## config.mk

```make
export PLATFORM = sky130hd
export DESIGN_NAME = psum_buffer_ctrl
export DESIGN_NICKNAME = d
export VERILOG_FILES = /design/src/rtl/psum_buffer_ctrl.sv
export SDC_FILE = /design/constraint.sdc
export NUM_CORES = 1
export LEC_CHECK = 0
export ABC_AREA = 1
export CAP_MARGIN = 15
export CORE_MARGIN = 5
export CORE_UTILIZATION = 61
export CTS_BUF_LIST = sky130_fd_sc_hd__clkbuf_4
export CTS_CLUSTER_SIZE = 30
export DETAILED_ROUTE_END_ITERATION = 16
export PLACE_DENSITY = 0.83
export SYNTH_ARGS = -nofsm -noshare
export SYNTH_HDL_FRONTEND = slang
export SYNTH_SLANG_ARGS = --single-unit
```

## constraint.sdc

```tcl
create_clock -name clk -period 2.8 [get_ports clk]
set_input_delay 0.56 -clock clk [delete_from_list [all_inputs] [get_ports clk]]
set_output_delay 0.56 -clock clk [all_outputs]
set_load 0.01 [all_outputs]
```

## src/rtl/psum_buffer_ctrl.sv

```systemverilog
`timescale 1ns/1ps
`default_nettype none
// ============================================================================
// Module   : psum_buffer_ctrl
// Brief    : Partial-sum scratchpad and responder for the controller psum
//            handshake: fill, read, read-modify-write accumulate, stall codes.
//            Optional build macro PSUM_SATURATE_EN selects saturating adds.
// Revision : 1.0 - initial release
// ============================================================================
module psum_buffer_ctrl #(
  parameter int PSUM_WIDTH = 16,
  parameter int DEPTH      = 16,
  parameter int ADDR_W     = $clog2(DEPTH)
) (
  input  logic                  clk,
  input  logic                  reset,
  input  logic                  global_rst,
  input  logic [ADDR_W:0]       num_psums,
  input  logic [PSUM_WIDTH-1:0] result_in,
  input  logic                  next_psum_waddr,
  input  logic                  psum_buffer_ren,
  input  logic                  done,
  input  logic                  next_psum_raddr,
  output logic                  can_read_psum,
  output logic                  psum_buffer_valid,
  output logic [PSUM_WIDTH-1:0] psum_rdata,
  output logic                  psum_w_co,
  output logic [1:0]            stall,
  output logic                  error
);

  localparam logic [2:0] S_IDLE    = 3'd0;
  localparam logic [2:0] S_RD_WAIT = 3'd1;
  localparam logic [2:0] S_VALID   = 3'd2;
  localparam logic [2:0] S_WRITE   = 3'd3;
  localparam logic [2:0] S_REPORT  = 3'd4;
  localparam logic [2:0] S_DONE    = 3'd5;

  localparam logic [1:0] C_STALL_BUSY = 2'b00;
  localparam logic [1:0] C_STALL_NEXT = 2'b10;
  localparam logic [1:0] C_STALL_FIN  = 2'b11;

  localparam logic [ADDR_W:0] C_DEPTH = (ADDR_W+1)'(DEPTH);

  logic [2:0]            r_state;
  logic [2:0]            w_state_nxt;
  logic [ADDR_W-1:0]     r_waddr;
  logic [ADDR_W-1:0]     r_raddr;
  logic [PSUM_WIDTH-1:0] r_rd_q;
  logic [PSUM_WIDTH-1:0] r_add_op;
  logic                  r_finished;
  logic                  r_error;
  logic [PSUM_WIDTH-1:0] r_rdata;
  logic [PSUM_WIDTH-1:0] r_mem [DEPTH];

  logic [ADDR_W:0]       w_num_eff;
  logic [ADDR_W-1:0]     w_last;
  logic                  w_raddr_last;
  logic [ADDR_W-1:0]     w_waddr_inc;
  logic [ADDR_W-1:0]     w_raddr_inc;
  logic                  w_rd_issue;
  logic                  w_fill_wr;
  logic                  w_acc_wr;
  logic                  w_err_evt;
  logic [PSUM_WIDTH-1:0] w_sum;

  // Zero or oversize entry counts fall back to the full buffer.
  assign w_num_eff    = (num_psums == '0 || num_psums > C_DEPTH) ? C_DEPTH : num_psums;
  assign w_last       = ADDR_W'(w_num_eff - 1'b1);
  assign w_raddr_last = (r_raddr == w_last);
  assign w_waddr_inc  = (r_waddr == w_last) ? '0 : r_waddr + 1'b1;
  assign w_raddr_inc  = w_raddr_last ? '0 : r_raddr + 1'b1;

  assign w_rd_issue = (r_state == S_IDLE) && psum_buffer_ren && !r_finished;
  assign w_fill_wr  = (r_state == S_IDLE) && next_psum_waddr;
  assign w_acc_wr   = (r_state == S_WRITE);

  assign w_err_evt = (done && r_state != S_VALID)
                   || (next_psum_raddr && !(r_state == S_REPORT && !w_raddr_last))
                   || (next_psum_waddr && r_state != S_IDLE)
                   || (psum_buffer_ren && r_state != S_IDLE && r_state != S_DONE);

`ifdef PSUM_SATURATE_EN
  localparam logic [PSUM_WIDTH-1:0] C_SAT_MAX = {1'b0, {(PSUM_WIDTH-1){1'b1}}};
  localparam logic [PSUM_WIDTH-1:0] C_SAT_MIN = {1'b1, {(PSUM_WIDTH-1){1'b0}}};
  logic [PSUM_WIDTH:0] w_sum_ext;
  assign w_sum_ext = {r_rdata[PSUM_WIDTH-1], r_rdata} + {r_add_op[PSUM_WIDTH-1], r_add_op};
  // Sign-extended sum disagreeing in its top two bits means overflow.
  assign w_sum = (w_sum_ext[PSUM_WIDTH] != w_sum_ext[PSUM_WIDTH-1])
               ? (w_sum_ext[PSUM_WIDTH] ? C_SAT_MIN : C_SAT_MAX)
               : w_sum_ext[PSUM_WIDTH-1:0];
`else
  assign w_sum = r_rdata + r_add_op;
`endif

  // State register
  always_ff @(posedge clk or posedge reset) begin
    if (reset) begin
      r_state <= S_IDLE;
    end else if (global_rst) begin
      r_state <= S_IDLE;
    end else begin
      r_state <= w_state_nxt;
    end
  end

  // Next-state logic
  always_comb begin
    w_state_nxt = r_state;
    case (r_state)
      S_IDLE:    if (w_rd_issue) w_state_nxt = S_RD_WAIT;
      S_RD_WAIT: w_state_nxt = S_VALID;
      S_VALID:   if (done) w_state_nxt = S_WRITE;
      S_WRITE:   w_state_nxt = S_REPORT;
      S_REPORT: begin
        if (w_raddr_last)         w_state_nxt = S_DONE;
        else if (next_psum_raddr) w_state_nxt = S_IDLE;
      end
      S_DONE:    w_state_nxt = S_DONE;
      default:   w_state_nxt = S_IDLE;
    endcase
  end

  // Output decode
  always_comb begin
    can_read_psum     = 1'b0;
    psum_buffer_valid = 1'b0;
    stall             = C_STALL_BUSY;
    case (r_state)
      S_IDLE:   can_read_psum     = !r_finished;
      S_VALID:  psum_buffer_valid = 1'b1;
      S_REPORT: stall             = w_raddr_last ? C_STALL_FIN : C_STALL_NEXT;
      S_DONE:   stall             = C_STALL_FIN;
      default:  stall             = C_STALL_BUSY;
    endcase
  end

  // Pointers, read pipeline and status flags
  always_ff @(posedge clk or posedge reset) begin
    if (reset) begin
      r_waddr    <= '0;
      r_raddr    <= '0;
      r_rd_q     <= '0;
      r_add_op   <= '0;
      r_rdata    <= '0;
      r_finished <= 1'b0;
      r_error    <= 1'b0;
    end else if (global_rst) begin
      r_waddr    <= '0;
      r_raddr    <= '0;
      r_rd_q     <= '0;
      r_add_op   <= '0;
      r_rdata    <= '0;
      r_finished <= 1'b0;
      r_error    <= 1'b0;
    end else begin
      if (w_err_evt) r_error <= 1'b1;
      if (w_fill_wr) r_waddr <= w_waddr_inc;
      // Captured at issue so a same-cycle fill write to raddr is not seen.
      if (w_rd_issue) r_rd_q <= r_mem[r_raddr];
      if (r_state == S_RD_WAIT) r_rdata <= r_rd_q;
      if (r_state == S_VALID && done) r_add_op <= result_in;
      if (r_state == S_REPORT) begin
        if (w_raddr_last) begin
          r_finished <= 1'b1;
          r_raddr    <= '0;
        end else if (next_psum_raddr) begin
          r_raddr <= w_raddr_inc;
        end
      end
    end
  end

  // Scratchpad storage is deliberately left uninitialised across resets.
  always_ff @(posedge clk) begin
    if (!reset && !global_rst) begin
      if (w_fill_wr) begin
        r_mem[r_waddr] <= result_in;
      end else if (w_acc_wr) begin
        r_mem[r_raddr] <= w_sum;
      end
    end
  end

  assign psum_rdata = r_rdata;
  assign psum_w_co  = (r_waddr == w_last);
  assign error      = r_error;

endmodule
`default_nettype wire

```

==> summary.md, run 1 <==
| Metric | Value |
|---|---|
| Outcome | `finished clean` |
| Net Count, Synth | `1287` |
| P_int | `7.96 mW` |
| Mapped Area | `13900 sq um` |
| LEAKAGE | `6.22 nW` |
| F_max | `360 MHz` |
| Post-synth top area cell | `edfxtp_1` |
| Slowest-stage cell, CP | `clkdlybuf4s15_1` |
| Area Overhead vs Synth | `17.4%` |
| Most frequent cells in the layout | `edfxtp_1 (256), nor2_1 (183), o21ai_0 (159)` |
| Largest net degree at the start of global routing | `133` |
| Clock share of power | `35.6%` |
| Chip height | `161 um` |
| Pwr Density | `681 nW/um^2` |
| Nets | `1434` |
| Clk buf depth | `3` |
| CP peak stage delay | `0.26 ns` |
| Syn avg cell area | `11.2 sq um` |
| Global-route wire length before repair | `54700 um` |
| Post-DR wirelength/cell | `19.9 um` |
| Reg clk slew, reported paths | `0.06 ns` |
| Synth top area cells | `edfxtp_1 (55%), dfrtp_1 (11%), o21ai_0 (5.7%)` |
| Worst-Margin Slew | `0.846 ns` |
| Die Width | `161 um` |
| I/O Pins | `50` |
| Initial antenna violation count | `1` |
| Fin. Hold Viols | `0` |
| Layout cell share with drive strength beyond 1 | `18.8%` |
| Overall routing resource usage | `26.5%` |
| Fillers | `1442` |
| Top cell type's share of synthesized area | `55.3%` |
| Clock root buffer | `clkbuf_4` |
| Vias in the first global route | `10420` |
| Number of max-cap violations | `0` |
| Yosys cell types | `44` |
| HP Class | `input pin to async pin` |
| Crit Path Class | `input pin to primary output` |
| NetSw | `3.16 mW` |
| Worst EP arrival | `2.22 ns` |
| Initial DRT Pass Iterations | `7` |
| Die area | `25900 sq um` |
| PortBufs | `49` |
| Standard-cell row count | `55` |
| Post-synth EDFFs | `256` |
| Initial core utilization | `61.6%` |
| Routed WL | `34500 um` |
| Register area | `9220 sq um` |
| Maximum vdd ir drop | `325 uV` |
| Combinational power share | `16.7%` |
| Sw Ratio | `28.4%` |
| Post-route ant nets | `0` |
| Worst slew margin | `43.3%` |
| Critical Path RT | `2.24 ns` |
| Primary FF master, synth | `edfxtp_1` |
| Yosys Warn Count | `0` |
| Core area | `22600 sq um` |
| Tcrit/Tclk final | `99.3%` |
| Vias/cell | `6.05` |
| DR iter-0 viols | `1344` |
| Hold_ws | `0.165 ns` |
| Gpl congestion | `0.914` |
| Synthesized flop and latch total | `317` |
| Pre-CTS setup slack | `-0.649 ns` |
| Hold Buf Count CTS | `0` |
| Via count | `10472` |
| Critical-path cell list | `clkdlybuf4s15_1 -> nor2_4 -> nand2_2 -> nand2_4 -> nand3_4 -> ha_4 -> nand3_4 -> nand2_4 -> buf_4 -> xnor2_1 -> nor2_1 -> nand3_1 -> inv_1 -> buf_6` |
| CTS buffer count | `80` |
| H-tree depth | `3` |
| GRT overflow | `0` |
| # clock sinks | `317` |
| Pins Over Slew Limit | `0` |
| Post-Syn Instances | `1240` |
| Ys async rst share | `19.2%` |
| Final setup margin | `0.0204 ns` |
| Inst Count DP | `1579` |
| Post-layout min period | `2.78 ns` |
| Critical path endpoint category | `primary output` |
| CTS tree | `yes` |
| CP Max Fanout | `3` |
| Sequential fraction of the synthesis area | `66.3%` |
| Multi-input gate area | `4160 sq um` |
| Reg power frac | `47.7%` |
| Setup violators final | `0` |
| Max Clock Skew | `0.0438 ns` |
| Startpoint types | `input pin` |
| Clk Latency, worst-skew pair | `0.70 ns` |
| Most common cell after layout, fill and taps aside | `edfxtp_1` |
| DRC errors left | `0` |
| Hpwl dp | `20600 um` |
| Non-Filler Instances | `1731` |
## power groups by stage
stage | Clock [mW] | Combinational [mW] | Sequential (mW)
global route | 4.31 | 2.05 | 5.31
finish | 3.95 | 1.86 | 5.30
detailed placement | 0 | 1.78 | 5.40
global placement | 0 | 1.71 | 5.39
CTS | 4.01 | 1.81 | 5.30
floorplan | 0 | 1.25 | 5.38
## flip-flops by register name (all words and copies together), names as in the netlist
register    cells
r_add_op       16
r_waddr         4
r_finished      1
r_raddr         4
r_state         3
error           1
psum_rdata     16
r_mem         256
r_rd_q         16
## synth_stat cells, types with 4 or more instances
cell      number
a21o_1         7
a21oi_1       22
buf_2         21
buf_4          4
buf_6          7
clkbuf_1      31
dfrtp_1       61
edfxtp_1     256
ha_1          18
inv_1         65
inv_2         10
nand2_1      150
nand3_1       92
nand4_1        5
nor2_1       187
nor2_2         4
o211ai_1      10
o21ai_0      159
o21ai_1       20
o21ai_2       11
o221ai_1      48
o22ai_1       16
xnor2_1        6
xor2_1         6
## what timing repair did
action | in CTS | in global routing
gates resized for setup | 24 | 21
pin swaps | 13 | 13
hold endpoints to repair | 0 | 0
endpoints found under the setup margin | 22 | 2
setup buffers | 8 | 3
## area by class of cell
type / count / area share (%)
multi-input cells: 781 / 25.5
repair buffers: 130 / 7.69
clock inverters: 21 / 0.897
well taps: 285 / 2.18
inverters: 77 / 1.79
diodes: 1 / 0.0153
clock buffers: 119 / 5.47
flip-flops and latches: 317 / 56.5
## critical path: cells and delay by family
kind / cells / cell delay, ns
adder cells (fa/ha/maj): 1 / 0.18
XOR/XNOR: 1 / 0.11
AND/OR/NAND/NOR: 8 / 0.78
buffers and inverters: 4 / 0.58
## kinds of logic (layout without fill, tap and decap cells)
family	after synthesis	count (layout)	share of synthesized area, %
AO/OA/AOI/OAI	299	299	12.9
other	0	1	0
AND/OR/NAND/NOR	451	451	13.7
XOR/XNOR	12	12	0.756
buffers and inverters	142	347	4.54
flip-flops	317	317	66.3
adder cells (fa/ha/maj)	19	19	1.76
## stage by stage
stage          utilization, %  TNS, ns  cell area, sq um  total power, mW
6_report                 72.3        0             16300             11.1
5_1_grt                  72.3   -0.113             16300             11.7
4_1_cts                  71.9        0             16200             11.1
3_5_place_dp             66.9    -2.41             15100             7.17
3_3_place_gp             66.9    -1.12             15100             7.10
2_1_floorplan               -        0             13900             6.63
## routing by layer
metal | part of all wire (%) | up-vias | track usage (%)
li1 | - | 4773 | -
met1 | 40 | 5016 | 35.2
met2 | 49 | 590 | 44.2
met3 | 8.7 | 93 | 5.92
met4 | 2.3 | 0 | 8.72
met5 | 0 | - | 0
## worst paths after layout
kind	start	endpoint	slack, ns	cells after the start
setup / recovery	num_psums[1]	psum_w_co	0.02	14
hold / removal	reset	r_state[2]$_DFFE_PP0P_	0.16	2
setup reg to reg	psum_rdata[2]$_DFFE_PP0P_	r_mem[3][11]$_DFFE_PP_	0.28	10
hold reg to reg	r_rd_q[15]$_DFFE_PP0P_	r_rd_q[15]$_DFFE_PP0P_	0.51	2
max in group asynchronous	reset	psum_rdata[3]$_DFFE_PP0P_	2.06	3
min in group clk	result_in[7]	r_add_op[7]$_DFFE_PP0P_	0.49	3
(Power assumes the default switching activity.)
==> run 2: changes to the inputs <==
--- a/config.mk
+++ b/config.mk
@@ -10,9 +10,10 @@
 export CORE_MARGIN = 5
 export CORE_UTILIZATION = 61
 export CTS_BUF_LIST = sky130_fd_sc_hd__clkbuf_4
-export CTS_CLUSTER_SIZE = 30
+export CTS_CLUSTER_SIZE = 14
 export DETAILED_ROUTE_END_ITERATION = 16
 export PLACE_DENSITY = 0.83
+export SKIP_CTS_REPAIR_TIMING = 1
 export SYNTH_ARGS = -nofsm -noshare
 export SYNTH_HDL_FRONTEND = slang
 export SYNTH_SLANG_ARGS = --single-unit
==> summary.md, run 2 (synthesis gave the netlist of run 1 again) <==
| Metric | Value |
|---|---|
| Most frequent cells in the layout | `edfxtp_1 (256), nor2_1 (183), o21ai_0 (159)` |
| Finished Core Util | `71.7% (-0.68 points)` |
| I/O Pins | `50 (unchanged)` |
| Core area | `22600 sq um (unchanged)` |
| Max FFs per register | `256 (unchanged)` |
| Initial core utilization | `61.6% (unchanged)` |
| Worst EP arrival | `2.16 ns (-0.06 ns)` |
| Routed WL | `33600 um (-2.7%)` |
| Startpoint types | `input pin` |
| Pins Over Slew Limit | `0 (unchanged)` |
| Clock root buffer | `clkbuf_4` |
| TNS Setup | `0 ns (unchanged)` |
| Die area | `25900 sq um (unchanged)` |
| Worst slew margin | `43.9% (+0.63 points)` |
| Initial antenna violation count | `1 (unchanged)` |
| Area after DPL | `15100 sq um (unchanged)` |
| Pwr Density | `670 nW/um^2 (-1.6%)` |
| PortBufs | `49 (unchanged)` |
| Final Total Pwr | `10.8 mW (-2.5%)` |
| Setup violators final | `0 (unchanged)` |
| Vias in the first global route | `10291 (-1.2%)` |
| Tcrit/Tclk final | `97.2% (-2.0 points)` |
| Post-DR wirelength/cell | `19.6 um (-1.9%)` |
| P_int | `7.74 mW (-2.8%)` |
| Max Clock Skew | `0.0540 ns (+0.0101 ns)` |
| DRC errors left | `0 (unchanged)` |
| Worst Reg-to-Reg Cells | `10 (unchanged)` |
| HP Class | `input pin to async pin` |
| CP Max Fanout | `2 (-1)` |
| Crit Path Class | `input pin to primary output` |
| Post-route ant nets | `0 (unchanged)` |
| Area Overhead vs Synth | `16.3%` |
| Hpwl dp | `20600 um (unchanged)` |
| Design area | `16200 sq um (-0.94%)` |
| Post-layout min period | `2.72 ns (-0.0569 ns)` |
| CTS tree | `yes` |
| Overall routing resource usage | `26.0% (-0.52 points)` |
| Reg clk slew, reported paths | `0.06 ns (about the same)` |
| Clk buf depth | `3 (unchanged)` |
| Fillers | `1479 (+2.6%)` |
| Fin. Hold Viols | `0 (unchanged)` |
| F_max | `367 MHz (+2.1%)` |
| Most common cell after layout, fill and taps aside | `edfxtp_1` |
| CTS buffer count | `80 (unchanged)` |
| Flop2flop setup slack | `0.27 ns (about the same)` |
| Gpl congestion | `0.914 (unchanged)` |
| Standard-cell row count | `55 (unchanged)` |
| Worst-Margin Slew | `0.842 ns (-0.00378 ns)` |
| Layout cell share with drive strength beyond 1 | `17.5% (-1.3 points)` |
| Critical Path RT | `2.24 ns (about the same)` |
| Critical path endpoint category | `primary output` |
| R2R Path Start | `psum_rdata[2]$_DFFE_PP0P_` |
| Clock share of power | `34.3% (-1.3 points)` |
| Number of max-cap violations | `0 (unchanged)` |
| Largest net degree at the start of global routing | `133 (unchanged)` |
| H-tree depth | `3 (unchanged)` |
| Global-route wire length before repair | `53700 um (-1.7%)` |
| DR iter-0 viols | `1337 (-0.52%)` |
| Initial DRT Pass Iterations | `6 (-1)` |
| Chip height | `161 um (unchanged)` |
| Outcome | `finished clean` |
| LEAKAGE | `6.18 nW (-0.63%)` |
| # clock sinks | `317 (unchanged)` |
| R2r endpoint | `r_mem[6][11]$_DFFE_PP_` |
| GRT overflow | `0 (unchanged)` |
| Nets | `1426 (-0.56%)` |
| Clk Latency, worst-skew pair | `0.72 ns (+0.02 ns)` |
| Reg power frac | `48.9% (+1.2 points)` |
| Combinational power share | `16.8% (about the same)` |
| Sw Ratio | `28.6% (+0.21 points)` |
| CP startpoint | `num_psums[2]` |
| Via count | `10278 (-1.9%)` |
| Vias/cell | `5.98 (-1.1%)` |
| Maximum vdd ir drop | `303 uV (-6.7%)` |
| Die Width | `161 um (unchanged)` |
| NetSw | `3.10 mW (-1.8%)` |
| Largest Register | `r_mem` |
==> run 2: power groups by stage <==
stage / Clock (mW) / Combinational, mW / Sequential [mW]
2_1_floorplan: 0 / 1.25 / 5.38
3_3_place_gp: 0 / 1.71 / 5.39
3_5_place_dp: 0 / 1.78 / 5.40
4_1_cts: 3.80 / 1.79 / 5.30
5_1_grt: 4.08 / 2.02 / 5.31
6_report: 3.72 / 1.82 / 5.30
==> run 2: worst max-delay path by stage <==
stage / to / cells past startpoint / slack [ns]
finish: stall[0] / 14 / 0.08
global route: stall[0] / 14 / -0.06
floorplan: stall[0] / 9 / 0.42
detailed placement: stall[0] / 14 / -0.65
global placement: psum_w_co / 14 / -0.57
CTS: psum_w_co / 14 / -0.65
==> run 2: final cells by class <==
class,count,area (sq um),area share (%)
Inverter,77,292,1.80
Clock buffer,117,878,5.43
Multi-Input combinational cell,781,4110,25.4
Timing Repair Buffer,122,1220,7.53
Sequential cell,317,9220,57.0
Clock inverter,18,95.1,0.588
Antenna cell,1,2.50,0.0155
Tap cell,285,357,2.20
==> run 2: worst max-delay path: stages <==
cell            delay [ns]
dlymetal6s2s_1        0.15
nor2_2                0.18
nand2_2               0.09
nand2_2               0.10
nand3_4               0.08
ha_4                  0.17
nand3_2               0.07
nand2_1               0.07
nand2_1               0.08
nand2_1               0.08
nor2_2                0.14
nand4_1               0.14
nand2_1               0.14
buf_6                 0.12
==> run 2: through the flow <==
stage                     hold slack [ns]  setup WS [ns]  cells
after floorplan                     0.483          0.422   1240
after global placement              0.494         -0.567   1579
after detailed placement            0.503         -0.649   1579
after CTS                           0.117         -0.646   1714
after global routing                0.157        -0.0588   1718
final                               0.149         0.0773   1718
==> run 2: routing by layer <==
| layer | wire length [um] | vias up | track usage [%] |
|---|---|---|---|
| met5 | 0 | - | 0 |
| met2 | 16300 | 510 | 42.4 |
| met4 | 872 | 0 | 9.50 |
| met1 | 13700 | 4924 | 35.4 |
| li1 | - | 4760 | - |
| met3 | 2740 | 84 | 5.10 |
==> run 3: changes to the inputs <==
--- a/config.mk
+++ b/config.mk
@@ -13,7 +13,6 @@
 export CTS_CLUSTER_SIZE = 14
 export DETAILED_ROUTE_END_ITERATION = 16
 export PLACE_DENSITY = 0.83
-export SKIP_CTS_REPAIR_TIMING = 1
 export SYNTH_ARGS = -nofsm -noshare
 export SYNTH_HDL_FRONTEND = slang
 export SYNTH_SLANG_ARGS = --single-unit
==> summary.md, run 3 (synthesis gave the netlist of run 1 again) <==
| Metric | Value |
|---|---|
| Fin. Hold Viols | `0 (unchanged)` |
| Overall routing resource usage | `26.3% (+0.32 points)` |
| Vias in the first global route | `10374 (+0.81%)` |
| Max FFs per register | `256 (unchanged)` |
| Flop2flop setup slack | `0.29 ns (+0.02 ns)` |
| Routed WL | `34200 um (+1.7%)` |
| Chip height | `161 um (unchanged)` |
| Post-DR wirelength/cell | `19.8 um (+1.3%)` |
| Hold_ws | `0.141 ns (-0.00847 ns)` |
| PortBufs | `49 (unchanged)` |
| Clock root buffer | `clkbuf_4` |
| Maximum vdd ir drop | `337 uV (+11%)` |
| Worst Reg-to-Reg Cells | `10 (unchanged)` |
| Worst-Margin Slew | `0.855 ns (+0.0128 ns)` |
| Initial DRT Pass Iterations | `8 (+2)` |
| CTS tree | `yes` |
| Initial core utilization | `61.6% (unchanged)` |
| Reg clk slew, reported paths | `0.06 ns (about the same)` |
| Gpl congestion | `0.914 (unchanged)` |
| Met2 routed WL | `16800 um (+2.7%)` |
| Worst EP arrival | `2.23 ns (+0.07 ns)` |
| Post-route ant nets | `0 (unchanged)` |
| Max Clock Skew | `0.0478 ns (-0.00619 ns)` |
| Setup violators final | `0 (unchanged)` |
| I/O Pins | `50 (unchanged)` |
| Hpwl dp | `20600 um (unchanged)` |
| Area Overhead vs Synth | `17.0%` |
| Critical Path RT | `2.24 ns (about the same)` |
| Largest net degree at the start of global routing | `133 (unchanged)` |
| Worst slew margin | `42.6% (-1.2 points)` |
| Tcrit/Tclk final | `99.7% (+2.5 points)` |
| CP startpoint | `num_psums[1]` |
| HP Class | `input pin to async pin` |
| R2R Path Start | `psum_rdata[2]$_DFFE_PP0P_` |
| GRT overflow | `0 (unchanged)` |
| Area after DPL | `15100 sq um (unchanged)` |
| Most common cell after layout, fill and taps aside | `edfxtp_1` |
| Pwr Density | `668 nW/um^2 (-0.31%)` |
| F_max | `358 MHz (-2.5%)` |
| Die area | `25900 sq um (unchanged)` |
| Via count | `10402 (+1.2%)` |
| Global-route wire length before repair | `54400 um (+1.2%)` |
| DR iter-0 viols | `1321 (-1.2%)` |
| CTS buffer count | `80 (unchanged)` |
| Met3 wire len | `3040 um (+11%)` |
| Largest Register | `r_mem` |
| # clock sinks | `317 (unchanged)` |
| Most frequent cells in the layout | `edfxtp_1 (256), nor2_1 (183), o21ai_0 (159)` |
| Clk buf depth | `3 (unchanged)` |
| Post-layout min period | `2.79 ns (+0.0701 ns)` |
| LEAKAGE | `6.18 nW (about the same)` |
| DRC errors left | `0 (unchanged)` |
| CP Max Fanout | `3 (+1)` |
| Startpoint types | `input pin` |
| Clk Latency, worst-skew pair | `0.72 ns (about the same)` |
| Nets | `1434 (+0.56%)` |
| Finished Core Util | `72.0% (+0.38 points)` |
| Outcome | `finished clean` |
| TNS Setup | `0 ns (unchanged)` |
| Crit Path Class | `input pin to primary output` |
| Die Width | `161 um (unchanged)` |
| Vias/cell | `6.03 (+0.74%)` |
| Standard-cell row count | `55 (unchanged)` |
| Number of max-cap violations | `0 (unchanged)` |
| DRT met1 WL | `13500 um (-1.4%)` |
| Layout cell share with drive strength beyond 1 | `18.6% (+1.2 points)` |
| Design area | `16300 sq um (+0.53%)` |
| Pins Over Slew Limit | `0 (unchanged)` |
| Core area | `22600 sq um (unchanged)` |
| Critical path endpoint category | `primary output` |
| H-tree depth | `3 (unchanged)` |
| Uppermost routed layer | `met4` |
| Initial antenna violation count | `1 (unchanged)` |
==> run 3: changes by cell type in the layout (fill, tap and decap cells not counted), sizes merged <==
| cell | delta |
|---|---|
| dlygate4sd2 | +2 |
| dlymetal6s2s | -6 |
| clkbuf | +1 |
| buf | +8 |
| clkdlybuf4s15 | +3 |
==> run 3: final timing paths <==
kind                                       endpoint
hold reg to reg              r_rd_q[15]$_DFFE_PP0P_
min in group clk            r_add_op[9]$_DFFE_PP0P_
max in group asynchronous  r_add_op[13]$_DFFE_PP0P_
setup reg to reg             r_mem[9][11]$_DFFE_PP_
hold / removal               r_state[2]$_DFFE_PP0P_
setup / recovery                          psum_w_co
==> run 3: report_power, final <==
part | switching (mW) | internal [mW] | total, mW
clock network | 1.80 | 1.92 | 3.72
logic | 1.25 | 0.597 | 1.84
registers | 0.0742 | 5.23 | 5.30
==> run 3: area by class of cell <==
| type | instances | area (sq um) |
|---|---|---|
| clock buffers | 117 | 878 |
| well taps | 285 | 357 |
| multi-input cells | 781 | 4160 |
| repair buffers | 130 | 1260 |
| diodes | 1 | 2.50 |
| flip-flops and latches | 317 | 9220 |
| inverters | 77 | 292 |
| fillers | 1452 | 6310 |
| clock inverters | 18 | 95.1 |
==> run 3: what timing repair did <==
item                                    in CTS  in global routing
resized for setup                           24                 21
hold buffers                                 0                  0
pin swaps                                   13                 13
buffers inserted                             8                  3
endpoints found under the setup margin      23                  2
cloned                                       0                  0
==> run 3: through the flow <==
step | worst slack, ns | total power [mW] | cells
2_1_floorplan | 0.422 | 6.63 | 1240
3_3_place_gp | -0.567 | 7.10 | 1579
3_5_place_dp | -0.649 | 7.17 | 1579
4_1_cts | 0.0264 | 10.9 | 1722
5_1_grt | -0.0710 | 11.4 | 1726
6_report | 0.00725 | 10.9 | 1726
==> run 3: worst max-delay path, cell delays in order <==
cell             delay, ns
clkdlybuf4s15_1       0.26
nor2_4                0.17
nand2_2               0.10
nand2_4               0.08
nand3_4               0.08
ha_4                  0.18
nand3_4               0.08
nand2_4               0.06
buf_4                 0.13
xnor2_1               0.11
nor2_1                0.11
nand3_1               0.11
inv_1                 0.09
buf_6                 0.10
==> run 3: metal layers <==
layer  vias up  track usage (%)
met5         -                0
met4         0             9.50
met3        87             5.13
met2       559             43.3
met1      4982             35.5
li1       4774                -
